$ cat config.mk
export PLATFORM = sky130hd
export DESIGN_NAME = fetch_redirect_unit
export DESIGN_NICKNAME = d
export VERILOG_FILES = /design/src/rtl/fetch_redirect_unit.sv
export SDC_FILE = /design/constraint.sdc
export NUM_CORES = 1
export LEC_CHECK = 0
export ABC_AREA = 1
export CAP_MARGIN = 20
export CORE_MARGIN = 1
export CORE_UTILIZATION = 45
export DETAILED_ROUTE_END_ITERATION = 7
export GPL_TIMING_DRIVEN = 0
export PLACE_DENSITY = 0.72
export SLEW_MARGIN = 30
export SYNTH_ARGS = -nofsm -noshare
export SYNTH_HDL_FRONTEND = slang
export SYNTH_SLANG_ARGS = --single-unit
export TNS_END_PERCENT = 10
$ cat constraint.sdc
create_clock -name clk -period 3.3 [get_ports clk]
set_input_delay 0.66 -clock clk [delete_from_list [all_inputs] [get_ports clk]]
set_output_delay 0.66 -clock clk [all_outputs]
set_load 0.01 [all_outputs]
$ cat src/rtl/fetch_redirect_unit.sv
// fetch_redirect_unit: PC owner and fetch sequencer with a 2-entry fetch queue.
// Issues one outstanding imem request at a time, applies PcSel/BrPC redirects.
// Ports:
//   clk, rst_n            clock, async active-low reset
//   PcSel, BrPC           redirect request and target from the branch unit
//   stall                 downstream hold; head consumed when if_valid && !stall
//   imem_req, imem_addr   request strobe and address
//   imem_rvalid/rdata     response strobe and instruction
//   if_valid/pc/instr     fetch queue head
//   misalign_trap/trap_pc (FETCH_MISALIGN_TRAP_EN only) sticky misaligned-target trap
// Build option: define FETCH_MISALIGN_TRAP_EN to trap on BrPC[1:0] != 0.
module fetch_redirect_unit #(
    parameter int              PC_W     = 9,
    parameter logic [PC_W-1:0] RESET_PC = '0
) (
    input  logic            clk,
    input  logic            rst_n,
    input  logic            PcSel,
    input  logic [31:0]     BrPC,
    input  logic            stall,
    output logic            imem_req,
    output logic [PC_W-1:0] imem_addr,
    input  logic            imem_rvalid,
    input  logic [31:0]     imem_rdata,
`ifdef FETCH_MISALIGN_TRAP_EN
    output logic            misalign_trap,
    output logic [31:0]     trap_pc,
`endif
    output logic            if_valid,
    output logic [PC_W-1:0] if_pc,
    output logic [31:0]     if_instr
);

    localparam logic [31:0] NOP = 32'h0000_0013;

    typedef enum logic [2:0] {
        S_IDLE,
        S_FETCH,
        S_WAIT,
        S_DRAIN,
        S_TRAP
    } state_t;

    typedef struct packed {
        logic [PC_W-1:0] pc;
        logic [31:0]     instr;
    } entry_t;

    state_t          state;
    state_t          state_nxt;
    logic [PC_W-1:0] pc;
    logic [PC_W-1:0] pc_nxt;
    logic [PC_W-1:0] tgt;
    logic [1:0]      cnt;
    logic [1:0]      cnt_nxt;
    logic [1:0]      occ;
    entry_t          q0;
    entry_t          q1;
    entry_t          q0_nxt;
    entry_t          q1_nxt;
    entry_t          new_ent;
    logic            pop;
    logic            push;
    logic            flush;
    logic            req;

`ifdef FETCH_MISALIGN_TRAP_EN
    logic            misal;
    logic            trap_set;

    assign misal = (BrPC[1:0] != 2'b00);
    assign tgt   = BrPC[PC_W-1:0];
`else
    logic            brpc_unused;

    // Low two bits are dropped so the PC stays word aligned.
    assign tgt         = {BrPC[PC_W-1:2], 2'b00};
    assign brpc_unused = ^BrPC;
`endif

    assign pop     = (cnt != 2'd0) && !stall;
    assign occ     = cnt - {1'b0, pop};
    assign new_ent = '{pc: pc, instr: imem_rdata};

    always_comb begin
        state_nxt = state;
        pc_nxt    = pc;
        req       = 1'b0;
        push      = 1'b0;
        flush     = 1'b0;
        unique case (state)
            S_IDLE: begin
                state_nxt = S_FETCH;
            end
            S_FETCH: begin
                req = (occ < 2'd2);
                if (req) begin
                    state_nxt = S_WAIT;
                end
                if (PcSel) begin
                    flush     = 1'b1;
                    pc_nxt    = tgt;
                    // An issued request is still owed a response.
                    state_nxt = req ? S_DRAIN : S_FETCH;
                end
            end
            S_WAIT: begin
                if (PcSel) begin
                    flush     = 1'b1;
                    pc_nxt    = tgt;
                    state_nxt = imem_rvalid ? S_FETCH : S_DRAIN;
                end else if (imem_rvalid) begin
                    push      = 1'b1;
                    pc_nxt    = pc + PC_W'(4);
                    state_nxt = S_FETCH;
                end
            end
            S_DRAIN: begin
                if (PcSel) begin
                    flush  = 1'b1;
                    pc_nxt = tgt;
                end
                // The stale response retires the old request.
                if (imem_rvalid) begin
                    state_nxt = S_FETCH;
                end
            end
            S_TRAP: begin
`ifdef FETCH_MISALIGN_TRAP_EN
                state_nxt = S_TRAP;
`else
                state_nxt = S_IDLE;
`endif
            end
            default: begin
                state_nxt = S_IDLE;
            end
        endcase
`ifdef FETCH_MISALIGN_TRAP_EN
        trap_set = flush && misal;
        if (trap_set) begin
            pc_nxt    = pc;
            state_nxt = S_TRAP;
        end
`endif
    end

    always_comb begin
        q0_nxt  = q0;
        q1_nxt  = q1;
        cnt_nxt = cnt;
        if (flush) begin
            cnt_nxt = 2'd0;
        end else begin
            if (pop) begin
                q0_nxt = q1;
            end
            if (push) begin
                unique case (1'b1)
                    (occ == 2'd0): q0_nxt = new_ent;
                    default:       q1_nxt = new_ent;
                endcase
            end
            cnt_nxt = occ + {1'b0, push};
        end
    end

    always_ff @(posedge clk or negedge rst_n) begin
        if (!rst_n) begin
            state <= S_IDLE;
            pc    <= RESET_PC;
            cnt   <= 2'd0;
            q0    <= '{pc: '0, instr: NOP};
            q1    <= '{pc: '0, instr: NOP};
        end else begin
            state <= state_nxt;
            pc    <= pc_nxt;
            cnt   <= cnt_nxt;
            q0    <= q0_nxt;
            q1    <= q1_nxt;
        end
    end

`ifdef FETCH_MISALIGN_TRAP_EN
    always_ff @(posedge clk or negedge rst_n) begin
        if (!rst_n) begin
            misalign_trap <= 1'b0;
            trap_pc       <= '0;
        end else if (trap_set) begin
            misalign_trap <= 1'b1;
            trap_pc       <= BrPC;
        end
    end
`endif

    assign imem_req  = req;
    assign imem_addr = req ? pc : '0;
    assign if_valid  = (cnt != 2'd0);
    assign if_pc     = q0.pc;
    assign if_instr  = q0.instr;

endmodule

==> results_dict.tcl, run 1 <==
set metrics [dict create \
    run_status "finished, final reports clean" \
    htree_num_levels 3 \
    clock_insertion_delay_worst_skew_ns 0.36 \
    grt_start_max_net_pins 55 \
    layout_common_cells "nand2_1 (268), dfrtp_1 (86), clkdlybuf4s50_1 (85), inv_1 (54), o21ai_0 (47)" \
    dominantRegCellSynth "dfrtp_1" \
    vdd.ir_drop.worst_mv 0.4072 \
    antenna_cells 0 \
    routed_via_density 4.740 \
    postPlaceCellArea_mm2 0.005525 \
    finalCritPeriodShare_pct 96.67 \
    crit_path_start_kind "input port" \
    net_count_reported_at_finish 762 \
    finish.instance_area_mm2 0.005748 \
    grt.total_usage_pct 22.27 \
    flow.area_growth_from_synthesis_pct 30.73 \
    via_count 3901 \
    multi_input_area_mm2 0.001727 \
    vertical_die_dimension_um 100.8 \
    finalHoldViolations 0 \
    fraction_of_the_yosys_area_taken_by_sequential_cells_pct 52.53 \
    tritoncts.num_buffers 9 \
    p_leak_nw 3.093 \
    effective_utilization_at_floorplan_pct 46.92 \
    cts_tree "done" \
    number_of_iterations_in_the_first_detailed_routing_pass 4 \
    power_density_mw_per_mm2 827.0 \
    worstHoldPathType "input port to asynchronous set/reset pin" \
    global_route_wire_length_before_repair_um 17770 \
    critical_path_depth 11 \
    crit_family "buffers and inverters" \
    cts_root_buffer "clkbuf_8" \
    setup_viol 0 \
    critical_path_required_ns 2.64 \
    wl_um 10450 \
    rr_worst_depth 15 \
    syn_inst 583 \
    drt_iter0_drc 154 \
    number_of_antenna_violations_at_the_first_check_in_global_routing 0 \
    postSynth.asyncResetShare_pct 100.0 \
    setup_repair_after_global_routing_missed_its_margin "no" \
    arrival_ns 2.53 \
    timing.setup.critical_path_class "input port to primary output" \
    maxClockFrequency_mhz 313.5 \
    cpMaxStageDelayCell "clkdlybuf4s50_1" \
    regArea_mm2 0.002310 \
    number_of_global_route_vias_before_repair 3801 \
    critical_path.most_common_cell "inv_1" \
    power_mw 4.753 \
    rows 35 \
    port_buffers 93 \
    overflow 0 \
    synth.top_cell.area_share_pct 48.95 \
    worst_hold_slack_ns 0.1892 \
    synthesis.area_mm2 0.004397 \
    library_cell_with_the_largest_summed_area_after_synthesis "dfrtp_1" \
    die_footprint_mm2 0.01017 \
    timing.final.max_slew_violations 0 \
    ctsLongestPathBuffers 2 \
    cp_slowest_stage_delay_ns 0.53 \
    clk_pin_slew_worst_paths_ns 0.09 \
    proportion_of_layout_cells_with_a_drive_suffix_above_1_pct 6.916 \
    clock_sinks 92 \
    critical_path_buf_inv_count 6 \
    number_of_enable_type_register_cells_in_the_synthesized_netlist 0 \
    max-cap-violations 0 \
    fillerInstances 888 \
    cp_max_fo 9 \
    detailed_place_hpwl_um 7337 \
    die_width_um 100.8 \
    routed_wire_length_per_instance_um 12.69 \
    detail_route.drc_violations 0 \
    synth_area_leaders "dfrtp_1 (49%), nand2_1 (23%), o21ai_0 (5.4%), nand3_1 (5.2%), inv_1 (4.7%)" \
    syn_area_per_cell_um2 7.542 \
    worstSetupEndpointType "primary output" \
    layout.cells.most_common "nand2_1" \
    synth.ff_latch_count 92 \
    finalWorstPathRequiredPeriod_ns 3.190 \
    yosysUniqueCellTypes 28 \
    timing.clock.skew_ns 0.01271 \
    utilization_pct 61.34 \
    r2r_slack_ns 1.05 \
    gp_routability_congestion 0.8299 \
    ys.warnings.count 0 \
    boundaryPins 121 \
    core_area_mm2 0.009371 \
    detail-route-antenna-nets 0 \
    worstPathCellList "clkdlybuf4s50_1, inv_1, nand2_1, inv_1, ha_1, nand2_1, nand2_2, inv_2, nand2_4, inv_1, clkdlybuf4s50_1" \
]
[final timing paths]
path | from | endpoint
worst min-delay path | rst_n | if_pc[2]
worst max-delay path | stall | imem_req
worst min register to register | if_instr[4] | if_instr[4]
min in group clk | if_instr[4] | if_instr[4]
max in group asynchronous | rst_n | if_instr[0]
worst max register to register | cnt[1] | if_pc[4]
[layout make-up]
class                           count  share of cell area [%]
Tap cell                          129                   2.808
Clock buffer                       11                   2.286
Buffer                             30                   2.852
Timing Repair Buffer               94                   16.80
Multi-Input combinational cell    406                   30.04
Clock inverter                      4                   1.306
Inverter                           57                   3.722
Sequential cell                    92                   40.18
[layer usage]
metal | part of all wire [%] | up-vias | global-route usage, %
met5 | 0 | - | 0
li1 | - | 1994 | -
met2 | 50 | 68 | 38.04
met1 | 46 | 1827 | 29.66
met4 | 1.4 | 0 | 7.358
met3 | 2.7 | 12 | 2.497
[synth_stat cells, types with 3 or more instances]
cell	count
buf_4	9
clkbuf_1	10
nand3_1	46
inv_1	55
a21oi_1	4
nor2_1	21
dfrtp_1	86
buf_2	8
ha_1	3
nand2_1	270
dfstp_2	6
o21ai_0	47
[through the flow]
stage	TNS (ns)	worst slack (ns)	cells
2_1_floorplan	0	1.046	585
3_3_place_gp	-160.98	-1.814	807
3_5_place_dp	-1.429	-0.2152	808
4_1_cts	0	0.003639	823
5_1_grt	0	0.006754	823
6_report	0	0.1099	823
[repair_timing]
action / in CTS / in global routing
setup endpoints to repair: 8 / 5
gates resized for setup: 6 / 5
buffers inserted: 0 / 0
hold buffers: 0 / 0
[cells by family (layout without fill, tap and decap cells)]
| logic type | after synthesis | after routing | synth area share, % |
|---|---|---|---|
| other cells | 1 | 3 | 0.08529 |
| xor+xnor | 3 | 3 | 0.5977 |
| flops | 92 | 92 | 52.53 |
| simple gates | 342 | 342 | 30.88 |
| fa+ha+maj | 3 | 3 | 0.8538 |
| compound gates | 55 | 55 | 6.460 |
| buf+inv | 87 | 196 | 8.594 |
[state kept, by name (all words and copies together) (netlist names)]
| signal | count |
|---|---|
| cnt | 2 |
| if_instr | 32 |
| if_pc | 9 |
| pc | 7 |
| q1 | 39 |
| state | 3 |
[power by group]
group,internal (mW),switching [mW]
sequential,1.64,0.305
combinational,0.913,1.08
clock,0.424,0.393
Note: power is estimated with default switching activity, not from simulation.
==> run 2: changes to the inputs <==
--- a/config.mk
+++ b/config.mk
@@ -12,6 +12,7 @@
 export DETAILED_ROUTE_END_ITERATION = 7
 export GPL_TIMING_DRIVEN = 0
 export PLACE_DENSITY = 0.72
+export RECOVER_POWER = 25
 export SLEW_MARGIN = 30
 export SYNTH_ARGS = -nofsm -noshare
 export SYNTH_HDL_FRONTEND = slang
==> run 2 against run 1 <==
Effect of this change:
- the flow now finishes with violations (capacitance limit, slew limit)
- non-clock buffer count is the same
- die area did not move
- utilization is 0.29 points lower
- largest cell class unchanged
- largest power group unchanged
- highest routed layer unchanged
==> results_dict.tcl, run 2 (synthesis gave the netlist of run 1 again) <==
set metrics [dict create \
    power.share.combinational_pct 41.8 \
    effective_utilization_at_floorplan_pct 46.92 \
    setup_repair_after_global_routing_missed_its_margin "no" \
    arrival_ns 2.54 \
    clk_pin_slew_worst_paths_ns 0.09 \
    port_buffers 93 \
    multi_input_area_mm2 0.001727 \
    fillerInstances 892 \
    clock_insertion_delay_worst_skew_ns 0.36 \
    timing.final.max_slew_violations 40 \
    power_mw 4.743 \
    vdd.ir_drop.worst_mv 0.4061 \
    htree_num_levels 3 \
    cts_root_buffer "clkbuf_8" \
    clock_sinks 92 \
    grt_start_max_net_pins 55 \
    p_clk_share_pct 17.2 \
    critical_path_required_ns 2.64 \
    placedCellCount 808 \
    setup_viol 0 \
    worst_slew_margin_relative_to_its_limit_pct -35.90 \
    boundaryPins 121 \
    netSwitchingPower_mw 1.768 \
    gp_routability_congestion 0.8299 \
    top_register "q1" \
    cts_tree "done" \
    finalWorstPathRequiredPeriod_ns 3.196 \
    crit-reg2reg-launch "cnt[1]" \
    die_footprint_mm2 0.01017 \
    run_status "finished, violations left" \
    detailed_place_hpwl_um 7337 \
    holdCritStartpoint "if_instr[4]" \
    core_area_mm2 0.009371 \
    hold_end "if_instr[4]" \
    layout_common_cells "nand2_1 (268), dfrtp_1 (86), clkdlybuf4s50_1 (85), inv_1 (54), o21ai_0 (47)" \
    antenna_cells 0 \
    largest_register_ff_count 39 \
    overflow 0 \
    rr_endpoint "if_pc[7]" \
    post-cts-setup-buffers 0 \
    global_route_wire_length_before_repair_um 17770 \
    failed_checks "capacitance limit, slew limit" \
    rr_worst_depth 15 \
    detail-route-antenna-nets 0 \
    net_count_reported_at_finish 762 \
    number_of_global_route_vias_before_repair 3801 \
    routed_wire_length_per_instance_um 12.61 \
    layout.cells.most_common "nand2_1" \
    routed_via_density 4.724 \
    regArea_mm2 0.002310 \
    cts_hold_buf 0 \
    flow.area_growth_from_synthesis_pct 30.11 \
    number_of_antenna_violations_at_the_first_check_in_global_routing 0 \
    cell_int_power_mw 2.975 \
    drt_iter0_drc 162 \
    hold_path_cell_cnt 2 \
    timing.clock.skew_ns 0.01183 \
    switching_share_pct 37.27 \
    timing.setup.critical_path_class "input port to primary output" \
    cp_max_fo 9 \
    number_of_iterations_in_the_first_detailed_routing_pass 4 \
    r2r_slack_ns 1.05 \
    vertical_die_dimension_um 100.8 \
    max-cap-violations 1 \
    worstSetupEndpointType "primary output" \
    p_leak_nw 3.080 \
    detail_route.drc_violations 0 \
    proportion_of_layout_cells_with_a_drive_suffix_above_1_pct 6.772 \
    finish.cell_count_without_fillers 823 \
    via_count 3888 \
    finalHoldViolations 0 \
    worstHoldPathType "register to register" \
    finalCritPeriodShare_pct 96.85 \
    crit_path_start_kind "input port" \
    pwr-share-seq_pct 41.0 \
    grt.total_usage_pct 22.27 \
    wl_um 10380 \
    maxClockFrequency_mhz 312.9 \
    ctsLongestPathBuffers 2 \
    worst_hold_slack_ns 0.4715 \
    tritoncts.num_buffers 9 \
    worst_slew_pin_slew_ns 2.039 \
    die_width_um 100.8 \
    power_density_mw_per_mm2 829.1 \
    rows 35 \
]
[run 2: metrics by stage]
step	util [%]	setup WS, ns	area (um^2)	setup TNS (ns)
2_1_floorplan	-	1.046	4404	0
3_3_place_gp	58.65	-1.814	5497	-160.98
3_5_place_dp	58.96	-0.2152	5525	-1.429
4_1_cts	61.20	0.003639	5736	0
5_1_grt	61.04	0.006754	5720	0
6_report	61.04	0.1038	5720	0
[run 2: worst max-delay path, stage by stage]
cell and delay [ns]:
clkdlybuf4s50_1 0.49, inv_1 0.05, nand2_1 0.12, inv_1 0.06, ha_1 0.18, nand2_1 0.08
nand2_2 0.10, inv_2 0.10, nand2_4 0.10, inv_1 0.08, clkdlybuf4s50_1 0.53
[run 2: how the worst max path moves through the flow]
stage / from / to / slack [ns] / cells past startpoint
4_1_cts: stall / imem_addr[4] / 0.004 / 11
5_1_grt: stall / imem_req / 0.007 / 11
6_report: stall / imem_req / 0.10 / 11
2_1_floorplan: stall / imem_addr[2] / 1.05 / 9
3_5_place_dp: stall / imem_addr[3] / -0.22 / 11
3_3_place_gp: rst_n / if_instr[12] / -1.81 / 1
[run 2: final cells by class]
cell class / count / area share (%)
inverters: 57 / 3.740
multi-input cells: 406 / 30.18
plain buffers: 30 / 2.865
repair buffers: 94 / 16.40
flip-flops and latches: 92 / 40.38
clock buffers: 11 / 2.297
clock inverters: 4 / 1.312
well taps: 129 / 2.822
[run 2: layer usage]
metal / global-route usage [%] / vias to the layer above / share of wire, %
met5: 0 / - / 0
met4: 7.358 / 0 / 0.93
met3: 2.497 / 8 / 3.2
met2: 38.04 / 78 / 51
met1: 29.66 / 1808 / 45
li1: - / 1994 / -
[run 2: power groups by stage]
stage | combinational [mW] | sequential [mW] | clock (mW)
floorplan | 1.07 | 2.01 | 0
global placement | 1.95 | 1.94 | 0
detailed placement | 2.00 | 1.96 | 0
CTS | 2.01 | 1.95 | 0.832
global route | 2.25 | 2.00 | 0.883
finish | 1.98 | 1.95 | 0.815
[run 2: repair_timing]
item / CTS / global route
endpoints found under the setup margin: 8 / 5
resized for setup: 6 / 5
gates cloned: 0 / 0
